<file path="config.mk">
export PLATFORM = sky130hd
export DESIGN_NAME = muldiv_sequencer
export DESIGN_NICKNAME = d
export VERILOG_FILES = /design/src/rtl/muldiv_pkg.sv /design/src/rtl/muldiv_step.sv /design/src/rtl/muldiv_sequencer.sv
export SDC_FILE = /design/constraint.sdc
export NUM_CORES = 1
export LEC_CHECK = 0
export ABC_AREA = 0
export ABC_CLOCK_PERIOD_IN_PS = 4000
export CELL_PAD_IN_SITES_DETAIL_PLACEMENT = 1
export CELL_PAD_IN_SITES_GLOBAL_PLACEMENT = 1
export CORE_MARGIN = 2
export CORE_UTILIZATION = 45
export CTS_BUF_LIST = sky130_fd_sc_hd__clkbuf_2 sky130_fd_sc_hd__clkbuf_4 sky130_fd_sc_hd__clkbuf_8
export CTS_CLUSTER_DIAMETER = 40
export DETAILED_ROUTE_END_ITERATION = 8
export GPL_ROUTABILITY_DRIVEN = 0
export HOLD_SLACK_MARGIN = 0.05
export PLACE_DENSITY_LB_ADDON = 0.08
export SYNTH_ARGS = -nofsm -noshare
export SYNTH_HDL_FRONTEND = slang
export SYNTH_SLANG_ARGS = --single-unit
</file>
<file path="constraint.sdc">
create_clock -name clk -period 4 [get_ports clk]
set_input_delay 0.6 -clock clk [delete_from_list [all_inputs] [get_ports clk]]
set_output_delay 0.6 -clock clk [all_outputs]
set_load 0.01 [all_outputs]
</file>
<file path="src/rtl/muldiv_pkg.sv">
// Shared encodings for the multiply/divide sequencer: op codes, FSM states, default width.
package muldiv_pkg;

  localparam int WIDTH_DEF = 32;

  localparam logic [2:0] OP_MUL   = 3'd0;
  localparam logic [2:0] OP_UMULL = 3'd1;
  localparam logic [2:0] OP_SMULL = 3'd2;
  localparam logic [2:0] OP_UDIV  = 3'd3;
  localparam logic [2:0] OP_SDIV  = 3'd4;

  typedef enum logic [2:0] {
    S_IDLE  = 3'd0,
    S_PREP  = 3'd1,
    S_ITER  = 3'd2,
    S_FIXUP = 3'd3,
    S_DONE  = 3'd4
  } state_t;

  function automatic logic op_legal(input logic [2:0] op);
    return op <= OP_SDIV;
  endfunction

endpackage

</file>
<file path="src/rtl/muldiv_step.sv">
// One radix-2 step: right-shifting shift-add for multiply, left-shifting restoring
// shift-subtract for divide. {acc, shifter} is the double-width working register.
module muldiv_step #(
  parameter int WIDTH = 32
) (
  input  logic [WIDTH-1:0] acc,
  input  logic [WIDTH-1:0] shifter,
  input  logic [WIDTH-1:0] operand,
  input  logic             is_div,
  output logic [WIDTH-1:0] acc_next,
  output logic [WIDTH-1:0] shifter_next
);

  logic [WIDTH:0] sum;
  logic [WIDTH:0] rem;
  logic           fits;

  always_comb begin
    sum          = {1'b0, acc} + {1'b0, operand};
    rem          = {acc, shifter[WIDTH-1]};
    fits         = rem >= {1'b0, operand};
    acc_next     = acc;
    shifter_next = shifter;
    if (is_div) begin
      // Partial remainder stays below 2*divisor, so the low WIDTH bits of the difference are exact.
      acc_next     = fits ? (rem[WIDTH-1:0] - operand) : rem[WIDTH-1:0];
      shifter_next = {shifter[WIDTH-2:0], fits};
    end else if (shifter[0]) begin
      {acc_next, shifter_next} = {sum, shifter[WIDTH-1:1]};
    end else begin
      {acc_next, shifter_next} = {1'b0, acc, shifter[WIDTH-1:1]};
    end
  end

endmodule

</file>
<file path="src/rtl/muldiv_sequencer.sv">
// Iterative multiply/divide unit. States: IDLE wait | PREP magnitudes, div-by-zero |
// ITER WIDTH steps | FIXUP sign correction, flags | DONE one-cycle result strobe.
import muldiv_pkg::*;

module muldiv_sequencer #(
  parameter int WIDTH = WIDTH_DEF,
  parameter int CNT_W = 6
) (
  input  logic             clk,
  input  logic             reset,
  input  logic             start,
  input  logic [2:0]       op,
  input  logic [WIDTH-1:0] src_a,
  input  logic [WIDTH-1:0] src_b,
  input  logic             flush,
  output logic             busy,
  output logic             done,
  output logic [WIDTH-1:0] result_lo,
  output logic [WIDTH-1:0] result_hi,
  output logic [1:0]       nz_flags,
  output logic             dbz
);

  state_t             state, state_n;
  logic [2:0]         op_q;
  logic [WIDTH-1:0]   acc, shifter, operand;
  logic [WIDTH-1:0]   acc_nx, shifter_nx, fix_lo, fix_hi;
  logic [CNT_W-1:0]   count;
  logic               sign_q, sign_r;
  logic               is_div, is_signed, div_zero, a_neg, b_neg;
  logic [2*WIDTH-1:0] prod;
  logic [1:0]         fix_nz;

  assign is_div    = (op_q == OP_UDIV) || (op_q == OP_SDIV);
  assign is_signed = (op_q == OP_SMULL) || (op_q == OP_SDIV);
  assign div_zero  = is_div && (operand == '0);
  assign a_neg     = is_signed & shifter[WIDTH-1];
  assign b_neg     = is_signed & operand[WIDTH-1];
  assign busy      = (state == S_PREP) || (state == S_ITER) || (state == S_FIXUP);
  assign done      = (state == S_DONE);

  muldiv_step #(.WIDTH(WIDTH)) u_step (
    .acc          (acc),
    .shifter      (shifter),
    .operand      (operand),
    .is_div       (is_div),
    .acc_next     (acc_nx),
    .shifter_next (shifter_nx)
  );

  always_ff @(posedge clk or negedge reset) begin
    if (!reset) state <= S_IDLE;
    else        state <= state_n;
  end

  always_comb begin
    state_n = state;
    case (state)
      S_IDLE:  if (start) state_n = op_legal(op) ? S_PREP : S_DONE;
      S_PREP:  state_n = div_zero ? S_DONE : S_ITER;
      S_ITER:  if (count == CNT_W'(WIDTH - 1)) state_n = S_FIXUP;
      S_FIXUP: state_n = S_DONE;
      S_DONE:  state_n = S_IDLE;
      default: state_n = S_IDLE;
    endcase
    if (flush) state_n = S_IDLE;
  end

  always_comb begin
    prod   = {acc, shifter};
    fix_lo = shifter;
    fix_hi = acc;
    case (op_q)
      OP_MUL:   fix_hi = '0;
      OP_SMULL: if (sign_q) {fix_hi, fix_lo} = -prod;
      OP_SDIV: begin
        if (sign_q) fix_lo = -shifter;
        if (sign_r) fix_hi = -acc;
      end
      default: ;
    endcase
    fix_nz[1] = (op_q == OP_MUL) ? fix_lo[WIDTH-1] : fix_hi[WIDTH-1];
    fix_nz[0] = ({fix_hi, fix_lo} == '0);
  end

  // Flush suppresses every register update, so prior results stay visible.
  always_ff @(posedge clk or negedge reset) begin
    if (!reset) begin
      op_q      <= '0;
      acc       <= '0;
      shifter   <= '0;
      operand   <= '0;
      count     <= '0;
      sign_q    <= 1'b0;
      sign_r    <= 1'b0;
      result_lo <= '0;
      result_hi <= '0;
      nz_flags  <= '0;
      dbz       <= 1'b0;
    end else if (!flush) begin
      case (state)
        S_IDLE: if (start) begin
          op_q    <= op;
          shifter <= src_a;
          operand <= src_b;
          dbz     <= 1'b0;
          if (!op_legal(op)) begin
            result_lo <= '0;
            result_hi <= '0;
            nz_flags  <= '0;
          end
        end
        S_PREP: begin
          acc   <= '0;
          count <= '0;
          if (div_zero) begin
            result_lo <= '0;
            result_hi <= shifter;
            nz_flags  <= '0;
            dbz       <= 1'b1;
          end else begin
            shifter <= a_neg ? -shifter : shifter;
            operand <= b_neg ? -operand : operand;
            sign_q  <= a_neg ^ b_neg;
            sign_r  <= a_neg;
          end
        end
        S_ITER: begin
          acc     <= acc_nx;
          shifter <= shifter_nx;
          count   <= count + 1'b1;
        end
        S_FIXUP: begin
          result_lo <= fix_lo;
          result_hi <= fix_hi;
          nz_flags  <= fix_nz;
        end
        default: ;
      endcase
    end
  end

endmodule
</file>
-- Yosys cells after proc, flatten, opt, wreduce, memory -nomap -nowiden
Cells that the tools add are included.
W data, S select, Z words.
- mux-type cells: 41
- bitwise logic cells: 5
- equality and inequality tests: 16
- reductions and logical operators: 21
- add/subtract/negate cells: 7
- order comparisons: 2
- operators with widths (cell ; count):
    $mux W32 ; 19
    $pmux W32 S3 ; 4
    $pmux W32 S2 ; 3
    $neg A32 Y32 ; 3
    $logic_not A64 Y1 ; 1
    $neg A64 Y64 ; 1
    $add A32 B32 Y33 ; 1
    $ge A33 B32 Y1 ; 1
    $logic_not A32 Y1 ; 1
    $sub A32 B32 Y32 ; 1
    $mux W3 ; 5
    $reduce_and A5 Y1 ; 3
    $eq A3 B2 Y1 const B ; 4
    $ne A2 B2 Y1 const B ; 6
    $pmux W3 S4 ; 1
    $pmux W6 S2 ; 1
    $add A6 B1 Y6 const B ; 1
    $eq A3 B3 Y1 const B ; 2
    $eq A6 B5 Y1 const B ; 1
    $logic_not A3 Y1 ; 2
    $mux W2 ; 3
    $pmux W2 S3 ; 1
    $reduce_and A3 Y1 ; 2
    $reduce_bool A3 Y1 ; 2
    14 further kinds ; 23
- register bits: 177
- output and inout port bits: 69
- bits of input ports: 71

-- Logic depth before layout (Yosys ltp)
- word-level depth: 6
- depth in mapped cells: 15
- gate-level depth less buffers: 14

-- Hierarchy
Synthesis repeated with hierarchy kept, for this count alone.
- cell total of the unflattened synthesis: 2195
- area, all modules: 16832.4 sq um
- modules (own cells, without submodules) (module ; times used ; area each (sq um) ; sequential area each (sq um) ; cells an instance):
    muldiv_sequencer ; 1 ; 11728.7 ; 4429.2 ; 1443
    muldiv_step ; 1 ; 5103.6 ; 0.0 ; 752

-- Worst setup path after synthesis
No wires, ideal clock.
- path kind: reg-to-reg
- start point: reg acc[1]
- end point: reg acc[31]
- arrival time: 3.340 ns
- stages on the path, launching flop included: 14
- required time: 3.896 ns
- period minus slack after synthesis: 3.444 ns
- setup slack: 0.556 ns
- cells stage by stage: dfrtp_1 clkbuf_1 inv_1 fa_1 nor2b_1 o31a_1 nor4_1 o31ai_1 a31oi_1 nor3b_1 o41ai_1 or3b_2 a211o_1 o311ai_1
- word-level cells in the longest chain between the ends: 4
- elaborated cells on any way between the ends: 7
- classes of those cells: add/sub: 2; order compare: 1; mux: 4
- ends and longest elaborated chain (what ; line ; RTL):
    start: declaration ; muldiv_sequencer.sv:26 ; logic [WIDTH-1:0] acc, shifter, operand;
    start signal: assignment ; muldiv_sequencer.sv:129 ; acc <= acc_nx;
    $add A32 B32 Y33 (tied with other cells) ; muldiv_step.sv:19 ; sum = {1'b0, acc} + {1'b0, operand};
    $mux W32, on equally long branches ; muldiv_step.sv:28, muldiv_step.sv:26 ;
    $mux W32 (*) ; muldiv_step.sv:24 ; if (is_div) begin
    $pmux W32 S2 (*) ; muldiv_sequencer.sv:101 ; case (state)
Mark *: on every way between the ends. The rest lies on a longest branch, timed or not.
A chain may end at the register's enable or synchronous reset.

-- Worst setup path in the final report
- start point: reg shifter[22]
- end point: reg nz_flags[0]
- word-level cells in the longest chain between the ends: 5
- elaborated cells on any way between the ends: 9
- classes of those cells: add/sub: 2; mux: 6; reduce/logical: 1
- ends and longest elaborated chain (what ; line ; RTL):
    start: declaration ; muldiv_sequencer.sv:26 ;
    start signal: assignment ; muldiv_sequencer.sv:104 ; shifter <= src_a;
    start signal: assignment ; muldiv_sequencer.sv:122 ; shifter <= a_neg ? -shifter : shifter;
    start signal: assignment ; muldiv_sequencer.sv:130 ; shifter <= shifter_nx;
    $neg A64 Y64 or $neg A32 Y32 (tied branches) ; muldiv_sequencer.sv:75, muldiv_sequencer.sv:77 ;
    $mux W32, on equally long branches ; muldiv_sequencer.sv:75, muldiv_sequencer.sv:77 ;
    $pmux W32 S3 or $pmux W32 S2 (tied branches) ; muldiv_sequencer.sv:73 ; case (op_q)
    $logic_not A64 Y1 (*) ; muldiv_sequencer.sv:83 ; fix_nz[0] = ({fix_hi, fix_lo} == '0);
    $pmux W2 S3 (*) ; muldiv_sequencer.sv:101 ;
    end signal: assignment ; muldiv_sequencer.sv:136 ; nz_flags <= fix_nz;
    end: declaration ; muldiv_sequencer.sv:20 ; output logic [1:0] nz_flags,
Marks and branches as above.

==> results by stage <==
Outcome:
- The run finished with clean final reports.

Clocking:
- The clock-pin slew of the registers on the worst-case setup and hold paths is 0.10 ns.
- TritonCTS built the clock tree.
- The maximum clock insertion buffer count is 2.
- The number of clock sinks seen by CTS is 177.
- TritonCTS created 17 clock buffers.
- The count of H-tree levels built during CTS is 4.
- The root buffer selected by CTS is sky130_fd_sc_hd__clkbuf_8.
- The clock reaches the later pin of the worst-skew pair after 0.54 ns.

Placement:
- Timing analysis after detailed placement gives a worst setup slack of 0.127 ns.
- Summed over all nets, the half-perimeter wirelength after detailed placement is a little over 50 mm.
- The count of input and output buffers is 139.
- The instance count after placement with tap cells included is 2,633.

STA:
- Setup repair after global routing could not meet its margin everywhere.
- The headroom to the max-slew limit is 36.5%.
- After layout, the worst setup slack is 0.147 ns.
- The achievable clock frequency is 0.260 GHz.
- The final number of hold-violating endpoints is 0.
- The final-report setup violation count is 0.
- The slew at the pin closest to its max-slew limit is 0.952 ns.
- The post-route clock skew is 0.0191 ns.
- The post-layout minimum cycle time is 3.85 ns.
- The final count of pins violating max slew is 0.
- Dividing the final minimum period by the clock period gives 96.3%.

Worst hold path:
- The class of the tightest hold or removal check is flop to flop.

Setup path:
- The signal on the critical path passes through or4_1 > nand3b_1 > or4_1 > o21ai_0 > xnor2_1 > nor2_1 > o22ai_1 > nand4b_1 > or3_1 > o31ai_2.
- The type of element launching the critical path is a flop.
- The slowest library cell on the worst path is sky130_fd_sc_hd__or4_1.
- By startpoint and endpoint, the worst setup path is classified as flop to flop.
- The worst path buffer plus inverter count is 0.
- The slack of the worst reg-to-reg path is 0.15 ns.
- The largest stage delay on the critical path is 0.67 ns.
- Data arrives at the worst endpoint at ~4.3 ns.
- The sort of element at the end of the critical path is a flop.
- The cell family contributing the most delay on the critical path is simple AND/OR/NAND/NOR gates.
- The cell seen most often among critical-path stages is sky130_fd_sc_hd__or4_1.
- The largest fanout on the critical path is 7.
- The critical path data required time is 4.44 ns.

Cells and area:
- The footprint of the multi-input gates is 0.0106 mm².
- The count of nets after finishing is 2,340.
- In the final layout, flip-flops and latches occupy 0.00443 mm².
- The final cell count without fillers is 2,668.
- The post-route netlist has 9.18% of its cells at a drive strength greater than 1.
- The final cell utilization of the core is 53.3%.
- The relative area change from synthesis to final layout is 16.5%.
- The number of inserted filler cells in the final layout is 4,351.

Logic synthesis:
- Yosys mapped a number of flops with a built-in enable equal to 0.
- The number of cells produced by synthesis is 2,102.
- By area the synthesized netlist is led by sky130_fd_sc_hd__dfrtp_1, sky130_fd_sc_hd__o21ai_0, sky130_fd_sc_hd__a21oi_1.
- Ranked by instance count, the synthesized netlist is headed by sky130_fd_sc_hd__nand2_1, sky130_fd_sc_hd__nor2_1, sky130_fd_sc_hd__o21ai_0.
- The post-synthesis sequential element count is 177.
- The share of synthesized area in the top cell type comes to 27.9%.
- The share of async-settable or async-resettable flops after synthesis is 100%.
- Among all flip-flop cells after synthesis, the most frequent one is sky130_fd_sc_hd__dfrtp_1.
- The synthesized netlist contains 91 unique library cells.
- The number of nets in the synthesized netlist is around 2,200.
- The dominant cell by count in the synthesized netlist is sky130_fd_sc_hd__nand2_1.
- The synthesis warning total is 0.
- The cell taking the most area after synthesis is sky130_fd_sc_hd__dfrtp_1.
- The synthesized netlist occupies a cell area of 0.0159 mm².
- The synthesized area divided by synthesized cell count is 7.54 µm².
- For this run, the register share of the synthesized area comes to between 20% and 30%.

GRT:
- The pin count of the biggest net entering global routing is 83.
- The global-route track usage on met3 is 5.94%.
- The global routing usage summed across all routing layers is 36.9%.
- The residual overflow from global routing is 0.
- The first global-routing pass estimated just over 100 mm of wire.
- The peak-usage layer in the global routing report is met2.
- The number of global-route vias before repair is about 18,000.
- In the global route stage, met2 resource usage came out at 60.8%.
- The initial antenna violation count is 2.
- For met1 alone, demand over resource in global routing was 45.1%.

Detailed routing:
- The length of the first detailed-routing pass in iterations is 5.
- After the first detailed-routing iteration, the DRC count stood at between 1,000 and 1,500.
- The number of nets with antenna violations after routing is 0.
- Dividing the detail-routed wire length by the instance count gives 25.4 µm.
- Detailed routing inserted a total of 17,600 vias.
- The total wirelength of the detailed-routed design is 67.8 mm.
- In the routed design, unresolved DRC markers number 0.
- The detail-routed via count per cell is 6.59.

Floorplan:
- The die covers 0.0367 mm².
- The count of standard-cell rows is 68.
- The vertical die dimension is 192 µm.
- After floorplanning, the core was sized to cover 0.0346 mm².
- For this configuration, the core starts out at a cell density of between 40 and 50%.
- The total I/O pin count is 140.
- The die boundary width is about 190 µm.

Power and ir drop:
- The total design power is 10,700 µW.
- The ratio of total power to cell area is 581 mW/mm².
- VDD sags by at most roughly 0.27 mV.
- In this run the static leakage power is around 0.0077 µW.

Job:
- The number of max-cap violations is 0.
==> power by group <==
part	leakage [µW]	switching (µW)	internal, µW
clock network	0.000206	767	616
logic	0.00516	4240	2410
registers	0.00233	597	2100
==> final timing paths <==
kind,from,to,depth (start not counted)
max in group asynchronous,reset,result_lo[8]$_DFFE_PN0P_,3
min in group asynchronous,reset,result_hi[17]$_DFFE_PN0P_,2
min reg2reg,result_lo[25]$_DFFE_PN0P_,result_lo[25]$_DFFE_PN0P_,2
max,shifter[22]$_DFFE_PN0P_,nz_flags[0]$_DFFE_PN0P_,10
min,result_lo[25]$_DFFE_PN0P_,result_lo[25]$_DFFE_PN0P_,2
max reg2reg,shifter[22]$_DFFE_PN0P_,nz_flags[0]$_DFFE_PN0P_,10
==> final cells by class <==
type | count | share of cell area [%]
Antenna cell | 2 | 0.0271
Clock buffer | 21 | 1.53
Clock inverter | 11 | 0.698
Inverter | 64 | 1.30
Multi-Input combinational cell | 1690 | 57.2
Sequential cell | 177 | 24.0
Tap cell | 455 | 3.08
Timing Repair Buffer | 248 | 12.2
==> per-stage QoR <==
step / hold WS [ns] / cell area, µm² / TNS (ns)
floorplan: 0.304 / 15900 / 0
global placement: 0.462 / 18000 / 0
detailed placement: 0.472 / 18000 / 0
CTS: 0.493 / 18400 / 0
global route: 0.521 / 18500 / -0.0493
finish: 0.485 / 18500 / 0
==> routing by layer <==
layer  wire length, µm  vias to the layer above  share of wire, %
met4              4520                        0               6.7
met5                 0                        -                 0
met2             31700                      777                47
met1             27000                     8650                40
met3              4550                      251               6.7
li1                  -                     7907                 -
==> cell usage in the layout (no fill, tap or decap), types with 21 or more instances in the layout <==
master,synthesis,final
sky130_fd_sc_hd__nand4_1,26,26
sky130_fd_sc_hd__xor2_1,45,45
sky130_fd_sc_hd__buf_4,2,105
sky130_fd_sc_hd__o211ai_1,21,21
sky130_fd_sc_hd__dfrtp_1,177,176
sky130_fd_sc_hd__ha_1,69,69
sky130_fd_sc_hd__nor3_1,74,73
sky130_fd_sc_hd__or3_1,25,25
sky130_fd_sc_hd__nand3_1,53,51
sky130_fd_sc_hd__a211oi_1,30,30
sky130_fd_sc_hd__clkdlybuf4s50_1,0,138
sky130_fd_sc_hd__mux2i_1,36,36
sky130_fd_sc_hd__a21o_1,31,31
sky130_fd_sc_hd__o22ai_1,31,31
sky130_fd_sc_hd__nand2_1,240,239
sky130_fd_sc_hd__xnor2_1,51,51
sky130_fd_sc_hd__o21ai_0,187,186
sky130_fd_sc_hd__a22oi_1,34,34
sky130_fd_sc_hd__a21oi_1,183,183
sky130_fd_sc_hd__clkbuf_8,0,21
sky130_fd_sc_hd__nor2_1,192,191
sky130_fd_sc_hd__inv_1,63,63
sky130_fd_sc_hd__a31oi_1,29,28
==> cell families after synthesis <==
kind of cell / after synthesis / share of synthesized area [%]
fa+ha+maj: 71 / 5.70
xor+xnor: 96 / 5.30
compound gates: 717 / 28.8
mux: 47 / 3.05
flops: 177 / 27.9
buf+inv: 235 / 5.87
simple gates: 759 / 23.3
==> timing repair <==
action                                  4_1_cts  5_1_grt
hold buffers                                  1        0
endpoints found under the setup margin        0       25
buffers inserted                              0        0
gates resized for setup                       0        5
hold endpoints to repair                     25        0
==> registers in the layout, summed over array words and instances, names as in the netlist <==
register,cells
operand,32
sign_q,1
op_q,3
result_lo,32
shifter,32
result_hi,32
state,3
count,6
dbz,1
sign_r,1
nz_flags,2
acc,32
==> worst min-delay path, stage by stage, from the launching register on <==
cell and delay [ns]:
sky130_fd_sc_hd__dfrtp_1 0.35, sky130_fd_sc_hd__nand2_1 0.05, sky130_fd_sc_hd__o21ai_0 0.06
(Power assumes the default switching activity.)
